<file path="config.mk">
export PLATFORM = sky130hd
export DESIGN_NAME = muldiv_unit
export DESIGN_NICKNAME = d
export VERILOG_FILES = /design/src/rtl/muldiv_unit.sv
export SDC_FILE = /design/constraint.sdc
export NUM_CORES = 1
export LEC_CHECK = 0
export ABC_CLOCK_PERIOD_IN_PS = 8400
export BUFFER_PORTS_ARGS = -buffer_cell sky130_fd_sc_hd__buf_4
export CORE_ASPECT_RATIO = 1.1
export CORE_UTILIZATION = 25
export CTS_CLUSTER_SIZE = 28
export DETAILED_ROUTE_END_ITERATION = 7
export PLACE_DENSITY = 0.4
export SLEW_MARGIN = 40
export SYNTH_ARGS = -nofsm -noshare
export SYNTH_HDL_FRONTEND = slang
export SYNTH_SLANG_ARGS = --single-unit
export TNS_END_PERCENT = 50
</file>
<file path="constraint.sdc">
create_clock -name clk -period 8.4 [get_ports clk]
set_input_delay 0.84 -clock clk [delete_from_list [all_inputs] [get_ports clk]]
set_output_delay 0.84 -clock clk [all_outputs]
set_load 0.1 [all_outputs]
</file>
<file path="src/rtl/muldiv_unit.sv">
`timescale 1ns/1ps
// muldiv_unit: iterative RISC-V M-extension multiply/divide unit.
// All eight operations share one 2*XLEN shift register and one adder/subtractor.
// The multiply is radix-2 shift-add. The divide is restoring division.
// Divide-by-zero and signed-overflow divides skip CALC and go straight to FIN.
//
// Ports:
//   clk     in   clock, rising edge
//   rst     in   synchronous active-high reset
//   start   in   request, sampled only while idle
//   funct3  in   [2:0] M-extension operation select
//   op_a    in   [XLEN-1:0] rs1 (multiplicand / dividend)
//   op_b    in   [XLEN-1:0] rs2 (multiplier / divisor)
//   busy    out  operation in flight
//   done    out  one-cycle pulse, result valid
//   result  out  [XLEN-1:0] final value, held between operations
module muldiv_unit #(
    parameter int unsigned XLEN = 32
) (
    input  logic            clk,
    input  logic            rst,
    input  logic            start,
    input  logic [2:0]      funct3,
    input  logic [XLEN-1:0] op_a,
    input  logic [XLEN-1:0] op_b,
    output logic            busy,
    output logic            done,
    output logic [XLEN-1:0] result
);

    localparam int unsigned CNT_W = $clog2(XLEN) + 1;
    localparam int unsigned AW    = 2 * XLEN;
    localparam logic [XLEN-1:0] MIN_INT = {1'b1, {(XLEN-1){1'b0}}};

    typedef enum logic [1:0] {
        IDLE = 2'd0,
        CALC = 2'd1,
        FIN  = 2'd2
    } state_t;

    state_t state, next_state;

    // Datapath registers.
    // acc holds {product_hi, product_lo/multiplier} when multiplying.
    // It holds {remainder, quotient} when dividing.
    // dvs holds the multiplicand magnitude or the divisor magnitude.
    logic [2:0]       fn,   fn_d;
    logic [XLEN-1:0]  dvs,  dvs_d;
    logic [AW-1:0]    acc,  acc_d;
    logic             neg,  neg_d;
    logic [CNT_W-1:0] cnt,  cnt_d;
    logic             busy_d, done_d;
    logic [XLEN-1:0]  result_d;

    // Accept-time decode of operand signedness, magnitudes and special cases.
    logic            a_signed, b_signed, sa, sb, is_div, div_zero, div_ovf, special;
    logic [XLEN-1:0] mag_a, mag_b;

    always_comb begin
        a_signed = (funct3 == 3'b001) || (funct3 == 3'b010) ||
                   (funct3 == 3'b100) || (funct3 == 3'b110);
        b_signed = (funct3 == 3'b001) || (funct3 == 3'b100) || (funct3 == 3'b110);
        sa       = a_signed & op_a[XLEN-1];
        sb       = b_signed & op_b[XLEN-1];
        mag_a    = sa ? (~op_a + XLEN'(1)) : op_a;
        mag_b    = sb ? (~op_b + XLEN'(1)) : op_b;
        is_div   = funct3[2];
        div_zero = is_div && (op_b == '0);
        div_ovf  = is_div && !funct3[0] && (op_a == MIN_INT) && (op_b == '1);
        special  = div_zero || div_ovf;
    end

    // One iteration of each algorithm.
    logic [XLEN:0]   mul_sum;
    logic [AW-1:0]   mul_next;
    logic [XLEN:0]   div_hi;
    logic            div_ge;
    logic [XLEN-1:0] div_diff;
    logic [AW-1:0]   div_next;

    always_comb begin
        // Add the multiplicand into the high half if the current multiplier bit is set, then shift right.
        mul_sum  = {1'b0, acc[AW-1:XLEN]} + (acc[0] ? {1'b0, dvs} : '0);
        mul_next = {mul_sum, acc[XLEN-1:1]};
        // The shifted partial remainder needs XLEN+1 bits because its top bit can be set.
        div_hi   = acc[AW-1:XLEN-1];
        div_ge   = div_hi >= {1'b0, dvs};
        // The true difference is below 2^XLEN whenever div_ge is set, so XLEN bits suffice.
        div_diff = div_hi[XLEN-1:0] - dvs;
        div_next = div_ge ? {div_diff, acc[XLEN-2:0], 1'b1} : {acc[AW-2:0], 1'b0};
    end

    // Sign fix and result selection for the FIN cycle.
    logic [AW-1:0]   prod_fix;
    logic [XLEN-1:0] quot_fix, rem_fix, fin_val;

    always_comb begin
        prod_fix = neg ? (~acc + AW'(1)) : acc;
        quot_fix = neg ? (~acc[XLEN-1:0] + XLEN'(1)) : acc[XLEN-1:0];
        rem_fix  = neg ? (~acc[AW-1:XLEN] + XLEN'(1)) : acc[AW-1:XLEN];
        case (fn)
            3'b000:                 fin_val = prod_fix[XLEN-1:0];
            3'b001, 3'b010, 3'b011: fin_val = prod_fix[AW-1:XLEN];
            3'b100, 3'b101:         fin_val = quot_fix;
            default:                fin_val = rem_fix;
        endcase
    end

    // State register.
    always_ff @(posedge clk) begin
        if (rst) begin
            state <= IDLE;
        end else begin
            state <= next_state;
        end
    end

    // Next-state logic.
    always_comb begin
        next_state = state;
        case (state)
            IDLE: if (start) next_state = special ? FIN : CALC;
            CALC: if (cnt == CNT_W'(XLEN - 1)) next_state = FIN;
            FIN:  next_state = IDLE;
            default: next_state = IDLE;
        endcase
    end

    // Output and datapath next values.
    always_comb begin
        fn_d     = fn;
        dvs_d    = dvs;
        acc_d    = acc;
        neg_d    = neg;
        cnt_d    = cnt;
        result_d = result;
        busy_d   = (next_state != IDLE);
        done_d   = (state == FIN);
        case (state)
            IDLE: begin
                if (start) begin
                    fn_d  = funct3;
                    cnt_d = '0;
                    if (div_zero) begin
                        // Quotient becomes all ones, and the remainder becomes the dividend.
                        acc_d = {op_a, {XLEN{1'b1}}};
                        dvs_d = op_b;
                        neg_d = 1'b0;
                    end else if (div_ovf) begin
                        // Quotient becomes the dividend, and the remainder becomes zero.
                        acc_d = {{XLEN{1'b0}}, op_a};
                        dvs_d = op_b;
                        neg_d = 1'b0;
                    end else begin
                        neg_d = (funct3[2] && funct3[1]) ? sa : (sa ^ sb);
                        if (is_div) begin
                            dvs_d = mag_b;
                            acc_d = {{XLEN{1'b0}}, mag_a};
                        end else begin
                            dvs_d = mag_a;
                            acc_d = {{XLEN{1'b0}}, mag_b};
                        end
                    end
                end
            end
            CALC: begin
                cnt_d = cnt + CNT_W'(1);
                acc_d = fn[2] ? div_next : mul_next;
            end
            FIN: begin
                result_d = fin_val;
            end
            default: ;
        endcase
    end

    // Datapath and output registers.
    always_ff @(posedge clk) begin
        if (rst) begin
            fn     <= '0;
            dvs    <= '0;
            acc    <= '0;
            neg    <= 1'b0;
            cnt    <= '0;
            busy   <= 1'b0;
            done   <= 1'b0;
            result <= '0;
        end else begin
            fn     <= fn_d;
            dvs    <= dvs_d;
            acc    <= acc_d;
            neg    <= neg_d;
            cnt    <= cnt_d;
            busy   <= busy_d;
            done   <= done_d;
            result <= result_d;
        end
    end

endmodule

</file>
==> results of run 1 <==
[Yosys cell counts, types with 23 or more instances]
cell | n | area [um2]
nand3_1 | 49 | 245
mux2i_1 | 75 | 751
clkbuf_1 | 113 | 424
nor3_1 | 60 | 300
xnor2_1 | 77 | 674
dfxtp_1 | 142 | 2840
inv_1 | 73 | 274
a21oi_1 | 162 | 811
nand2_1 | 189 | 709
nor2_1 | 209 | 785
xor2_1 | 85 | 744
ha_1 | 70 | 876
o21ai_0 | 148 | 741
o31ai_1 | 33 | 248
or3_1 | 26 | 163
a21o_1 | 36 | 270
a31oi_1 | 33 | 206
o22ai_1 | 29 | 181
a221oi_1 | 23 | 201
a211oi_1 | 34 | 255
[tightest hold or removal path, cell delays in order (launching register included)]
cell and delay [ps]:
dfxtp_1 310, nand2_1 50, a21oi_1 50
[metal layers]
metal	global-route usage [%]	vias to the layer above
met5	0	-
met4	13.7	0
met3	3.14	99
li1	-	7462
met1	29.1	7468
met2	34.8	481
[stage by stage]
stage	total power, mW	hold slack (ps)	instance area [um2]
detailed placement	2.02	451	15900
floorplan	1.60	446	14400
global placement	2.02	452	15900
global route	2.99	486	16600
finish	2.85	458	16600
CTS	2.86	460	16500
[registers in the layout (all words and copies together) (netlist names)]
name	count
acc	64
dvs	32
result	32
cnt	6
fn	3
state	2
busy	1
done	1
neg	1
[kinds of logic after synthesis]
kind of cell,synth area share [%]
AND/OR/NAND/NOR,22.6
AO/OA/AOI/OAI,29.3
buffers and inverters,5.75
XOR/XNOR,9.83
flip-flops,19.7
multiplexers,6.45
adder cells (fa/ha/maj),6.35
[how the worst max path moves through the flow]
stage	cells after the start	end	slack, ps	start
2_1_floorplan	14	acc[63]	4780	acc[0]
3_3_place_gp	13	acc[56]	3750	acc[0]
3_5_place_dp	13	acc[56]	3720	acc[0]
4_1_cts	13	acc[56]	3690	acc[0]
5_1_grt	13	acc[56]	3340	acc[0]
6_report	13	acc[56]	3640	acc[0]
[layout make-up]
cell class                      count  area share, %
Sequential cell                   142           17.2
Timing Repair Buffer              142           6.49
Clock inverter                     12          0.968
Inverter                           74           1.68
Clock buffer                       19           2.68
Multi-Input combinational cell   1654           65.3
Tap cell                          752           5.68
[power by group through the flow]
stage | logic, mW | registers (mW) | clock network [mW]
CTS | 1.21 | 0.800 | 0.841
finish | 1.23 | 0.802 | 0.821
floorplan | 0.818 | 0.782 | 0
detailed placement | 1.21 | 0.816 | 0
global route | 1.33 | 0.808 | 0.861
global placement | 1.21 | 0.814 | 0
==> results.md, run 1 <==
Timing:
- The final count of hold timing violations is 0.
- Setup repair after global routing left no endpoint under its margin.
- For the finished layout, the period the worst path requires is around 4800 ps.
- The final clock period utilization by the worst path is between 50% and 60%.
- The total of endpoints with negative setup slack in the final report is 0.
- In the post-route analysis, the smallest setup slack over all paths is 3640 ps.
- The timing-limited maximum frequency is 0.210 GHz.
- The number of max-slew violations in the final report is 0.
- The worst pin sits at a relative slew slack of 44.1%.
- The total negative setup slack is 0 ps.
- The pin slew with the least headroom to its limit is 838 ps.
- The setup clock skew after layout is 11.6 ps.

Final layout:
- For this run, the post-layout net count is 2173.
- The number of cells in the finished layout apart from fillers is approximately 2800.
- The repair_antennas step left the layout with diodes totalling 0.
- In the layout the commonest cells are 207 x nor2_1, 187 x nand2_1, 162 x a21oi_1.
- The area of the multi-input gates is 0.0108 mm2.
- From synthesis to final layout, the design area changed by 14.7%.
- The filler cells instantiated in the layout total 6218.
- At the end of the flow the core is filled with cells to 28.9%.
- Summing all flip-flop and latch instances after layout gives roughly 0.0028 mm2.
- Of the cells placed in the final design, the portion with a size suffix greater than 1 is a little under an eighth.
- Leaving out fill and tap cells, the most frequent cell in the layout is nor2_1.

Power and ir drop:
- The relative contribution of sequential cells to total power is 28.1%.
- In this run, the clock network consumes 28.8% of the power.
- For this design the static power due to leakage is ~6.6 nW.
- The internal power of the cells totals between 1.5 and 2 mW.
- The logic gate share of total power is roughly 43%.
- Summed over all nets, the switching power comes to ~1.2 mW.
- The power per cell area is between 150 and 200 mW/mm2.
- The maximum VDD drop is 0.000119 V.
- The switching share of total power is 42.5%.

Worst setup path:
- The worst setup path is of the reg2reg kind.
- The worst register-to-register path has a depth of 13.
- The maximum fanout along the worst path is 12.
- The data arrival time at the worst-slack endpoint is 5100 ps.
- The destination of the worst register-to-register timing path is acc[56].
- The signal on the critical path passes through clkinv_1, nor2_1, ha_1, a211oi_1, o21ai_0, nor3_1, o21ai_0, a2111oi_0, buf_4, nor3_1, or4_1, o211ai_1, a21oi_1.
- The critical register-to-register path startpoint is acc[0].
- Among all stages on the critical path, the largest delay is contributed by a2111oi_0.
- The gate family responsible for the most delay along the worst path is compound AO/OA/AOI/OAI gates.
- The largest single stage delay on the critical path is 590 ps.
- The worst setup path is launched from a flip-flop.
- The number of buffers and inverters on the critical path is 2.
- The worst setup path is captured at a flip-flop.
- The setup slack of the most critical reg-to-reg path is 3640 ps.
- The data required time of the critical path is ~8700 ps.

Clocking:
- The clock tree from TritonCTS is done.
- CTS saw 142 sinks.
- In this run the clock root is driven by a clkbuf_16.
- In this run the post-CTS setup repair buffer count came out at 0.
- In this run, post-CTS hold repair placed 0 buffers.
- The count of H-tree levels built during CTS is 4.
- The later pin in the worst-skew pair is clocked with a latency of between 400 and 500 ps.
- The post-cts resize count is 0.
- In this run, CTS created clock tree buffers numbering 17.
- The maximum root-to-sink buffer count is 2.
- Clock-pin slew was measured on the worst setup and hold paths at 70 ps.

Floorplan:
- The die is 231 um wide.
- The number of core rows is between 90 and 100.
- Once the floorplan was initialized, standard cells occupied 25.2% of the core.
- The die extent in y is between 200 and 300 um.
- The total die area is 0.0587 mm2.
- 104 I/O pins were placed.
- The placeable core area is 0.0572 mm2.

Route:
- For this block, wires on met1 add up to 29.7 mm.
- The detailed router finished its first iteration with 1437 violations.
- For this block, the routed nets add up to 66.3 mm of wire.
- In the detailed route, the total length drawn on met3 is 3.36 mm.
- The routed design uses 29.2 mm of met2 wire.
- The routed layout has 15500 vias.
- The wire length per cell after detailed routing is 23.7 um.
- The DRC violation count after routing is 0.
- In the routed layout, each cell is associated on average with a via count of 5.55.
- The highest metal layer with signal wires is met4.
- The total iterations of the first detailed-routing run is 6.
- The final antenna-violating net count is 0.

Placed design:
- The placed wire-length estimate after detailed placement is 51.0 mm.
- The placed cell count is 2764.
- Routability-driven placement finished with a final weighted congestion of 0.913.
- The count of input and output buffers is 103.
- Timing analysis after detailed placement gives a worst setup slack of 3720 ps.

Global route:
- The maximum number of pins on one net before global-route repair is between 70 and 80.
- The overall fraction of global-route tracks in use is 22.4%.
- The number of antenna violations at the first check in global routing was 0.
- The total overflow left after global routing is 0.
- The first global-routing pass estimated 97.0 mm of wire.
- The via count of the first global-routing pass was 14700.

Worst hold path:
- The worst hold path class is reg2reg.
- For hold timing, the worst endpoint is result[8].
- The worst hold path was traced through 2 stages.
- The startpoint identified for the worst hold timing path is result[8].

Status:
- The flow ran to the end, and the final reports show no timing, DRC or antenna violations.

Logic synthesis:
- The proportion of register bits with asynchronous set or reset after synthesis is 0%.
- The number of nets in the synthesized netlist is 2151.
- The prevailing post-synth register cell is dfxtp_1.
- During synthesis, Yosys emitted a total of 0 warnings.
- The number of distinct library cells after synthesis is a little over 80.
- Synthesis produced a netlist whose cell count is 2009.
- The cell area that synthesis handed to floorplanning was approximately 0.014 mm2.
- The synthesis-stage register bit count is 142.
- Counting flops with a built-in enable in the synthesized netlist gives 0.
- Of the synthesized area, sequential elements account for 19.7%.
- The synthesized area divided by synthesized cell count is 7.18 um2.

Job:
- The tool flagged a number of max-cap violations equal to 0.
Note: power is estimated with default switching activity, not from simulation.
==> inputs of run 2 (changes only) <==
--- a/config.mk
+++ b/config.mk
@@ -5,13 +5,13 @@
 export SDC_FILE = /design/constraint.sdc
 export NUM_CORES = 1
 export LEC_CHECK = 0
-export ABC_CLOCK_PERIOD_IN_PS = 8400
+export ABC_CLOCK_PERIOD_IN_PS = 4000
 export BUFFER_PORTS_ARGS = -buffer_cell sky130_fd_sc_hd__buf_4
 export CORE_ASPECT_RATIO = 1.1
 export CORE_UTILIZATION = 25
 export CTS_CLUSTER_SIZE = 28
 export DETAILED_ROUTE_END_ITERATION = 7
-export PLACE_DENSITY = 0.4
+export PLACE_DENSITY = 0.41
 export SLEW_MARGIN = 40
 export SYNTH_ARGS = -nofsm -noshare
 export SYNTH_HDL_FRONTEND = slang
==> constraint.sdc (replaced) <==
create_clock -name clk -period 4 [get_ports clk]
set_input_delay 0.4 -clock clk [delete_from_list [all_inputs] [get_ports clk]]
set_output_delay 0.4 -clock clk [all_outputs]
set_load 0.1 [all_outputs]
==> results.md, run 2 (synthesized netlist as in run 1, its figures left out) <==
Worst setup path:
- The data required time of the critical path came to 4350 ps (was 8740 ps).
- The data arrival time at the worst-slack endpoint is 4170 ps (was 5100 ps).
- The maximum fanout along the worst path is 16 (was 12).
- The number of buffers and inverters on the critical path is 4 (was 2).
- The peak per-stage delay on the critical path is 510 ps (was 590 ps).
- The element type at the critical path start is a flip-flop (unchanged).
- The gate family responsible for the most delay along the worst path is compound AO/OA/AOI/OAI gates (unchanged).
- By instance count, the cell type seen most on the critical path is buf_4.
- The cell at the slowest stage of the critical path is a221oi_1 (was a2111oi_0).
- The capturing element type of the critical path is a flip-flop (unchanged).
- Crit path cell chain: inv_1, ha_1, and4_1, a221oi_1, a211oi_1, buf_4, o211a_1, buf_4, o22ai_4, buf_4, nor3_1, mux2_2, or4_1 (was clkinv_1, nor2_1, ha_1, a211oi_1, o21ai_0, nor3_1, o21ai_0, a2111oi_0, buf_4, nor3_1, or4_1, o211ai_1, a21oi_1).
- The classification of the worst setup path is reg2reg (unchanged).

Job:
- The number of max-capacitance violations reported came to 0 (unchanged).

Route:
- The via-per-instance ratio is 5.52 (was 5.55).
- The via count is 15800 (was 15500).
- The final antenna-violating net count came to 0 (unchanged).
- The number of DRC markers after the initial detailed-route iteration is 1349 (was 1437).
- The wire length reported by the detailed router is 67.7 mm (was 66.3 mm).
- The total iterations of the first detailed-routing run is 5 (was 6).
- The wire length per cell after detailed routing is 23.6 um (was 23.7 um).
- The DRC violation count after routing is 0 (unchanged).

Clocking:
- The root cell of the clock tree is clkbuf_16 (unchanged).
- The count of H-tree levels built during CTS is 4 (unchanged).
- The number of buffers created by CTS is 17 (unchanged).
- The clock insertion delay at the later pin of the skew report is 470 ps (about the same).
- The number of hold buffers added after CTS is 0 (unchanged).
- The clock tree from TritonCTS is done (unchanged).
- The clock slew seen by the registers of the worst setup and hold paths is 70 ps (about the same).
- The maximum root-to-sink buffer count came to 2 (unchanged).
- The clock sink count is 142 (unchanged).

Timing:
- The final clock period utilization by the worst path is 95.6% (was 56.7%).
- The timing-limited maximum frequency is 0.261 GHz (was 0.210 GHz).
- The total of endpoints with negative setup slack in the final report is 0 (unchanged).
- The total negative setup slack is 0 ps (unchanged).
- The worst setup slack after layout is 176 ps (was 3640 ps).
- The pin slew with the least headroom to its limit was 854 ps (was 838 ps).
- The final count of hold timing violations came to 0 (unchanged).
- Unrepaired setup endpoints after global routing: no (unchanged).
- The number of max-slew violations in the final report is 0 (unchanged).
- The setup clock skew after layout is 14.3 ps (was 11.6 ps).
- The headroom to the max-slew limit is 41.4% (was 44.1%).
- The shortest period the worst path allows was 3820 ps (was 4760 ps).

Floorplan:
- The x dimension of the die came to 231 um (unchanged).
- The count of pins on the block boundary came to 104 (unchanged).
- The die extent in y is 254 um (unchanged).
- The total die area is 0.0587 mm2 (unchanged).
- The starting density of the core is 25.2% (unchanged).
- The number of core rows is 92 (unchanged).
- The placeable core area was 0.0572 mm2 (unchanged).

Final layout:
- The number of flip-flops in the largest register was 64 (unchanged).
- The antenna diode instance count is 0 (unchanged).
- Commonest non-fill, non-tap cells in the layout: 213 x buf_4, 206 x nor2_1, 188 x nand2_1 (was 207 x nor2_1, 187 x nand2_1, 162 x a21oi_1).
- The final design instance area without fill is 0.0171 mm2 (was 0.0166 mm2).
- Largest registers: acc x64, dvs x32, result x32 (unchanged).
- The most common library cell in the layout ignoring fill and taps is buf_4 (was nor2_1).
- The register with the most flip-flops is acc (unchanged).
- The number of nets in the finished design is 2248 (was 2173).
- The share of layout cells above drive strength 1 is 14.8% (was 11.7%).
- The post-synthesis to final-layout area growth was 18.6% (was 14.7%).

Placed design:
- The placed wire-length estimate after detailed placement came to 53.6 mm (was 51.0 mm).
- The post-placement worst setup slack came to 278 ps (was 3720 ps).
- The global placement routability congestion is 0.938 (was 0.913).
- The cell area after placement is 0.0165 mm2 (was 0.0159 mm2).
- The count of input and output buffers is 103 (unchanged).

Status:
- Run status: finished clean (unchanged).

Power and ir drop:
- The leakage power was 6.98 nW (was 6.61 nW).
- The maximum VDD drop is 0.000229 V (was 0.000119 V).
- The power per cell area is 357 mW/mm2 (was 172 mW/mm2).
- The overall power is 6.12 mW (was 2.85 mW).

Global route:
- The overall fraction of global-route tracks in use was 22.9% (was 22.4%).
- The via count of the first global-routing pass was 14800 (was 14700).
- The number of antenna violations at the first check in global routing came to 0 (unchanged).
- The maximum number of pins on one net before global-route repair was 85 (was 78).
- The first-pass GRT wire length is 98.9 mm (was 97.0 mm).
- The leftover overflow at the end of global routing is 0 (unchanged).

Worst hold path:
- The worst hold path class is in2reg (was reg2reg).
run 2: cell type report:
class                           instances  area, um2
Clock buffer                           17        425
Clock inverter                         15        159
Fill cell                            6250      40100
Inverter                               74        278
Multi-Input combinational cell       1654      10800
Sequential cell                       142       2850
Tap cell                              752        941
Timing Repair Buffer                  217       1670
run 2: worst register-to-register path, cell delays in order, from the launching register on:
cell and delay (ps):
dfxtp_1 330, inv_1 70, ha_1 370, and4_1 240, a221oi_1 510, a211oi_1 170, buf_4 180, o211a_1 270
buf_4 170, o22ai_4 260, buf_4 280, nor3_1 80, mux2_2 270, or4_1 510
run 2: worst paths after layout:
kind | start | end | slack [ps] | cells after the start
max | dvs[6] | acc[63] | 180 | 13
min | rst | cnt[5] | 180 | 2
max reg2reg | dvs[6] | acc[63] | 180 | 13
min reg2reg | result[6] | result[6] | 450 | 2
run 2: stage by stage:
step	instances	hold WS (ps)	utilization, %
finish	2871	178	29.9
global route	2871	177	29.9
CTS	2871	157	29.9
detailed placement	2839	449	28.9
global placement	2839	451	28.9
floorplan	2009	446	-
run 2: metal layers:
metal,vias to the layer above,GRT usage (%),share of wire [%]
met4,0,13.1,5.7
met5,-,0,0
li1,7597,-,-
met1,7631,30.1,45
met2,523,36.0,44
met3,85,2.74,4.7
run 2: timing repair:
action / 4_1_cts / 5_1_grt
endpoints found under the setup margin: 0 / 1
setup buffers: 0 / 0
gates resized for setup: 0 / 1
run 2: power by group:
part	internal [mW]	total (mW)	leakage (nW)	switching [mW]
Sequential	1.52	1.66	1.16	0.138
Clock	0.927	1.70	0.287	0.769
Combinational	1.04	2.76	5.53	1.72
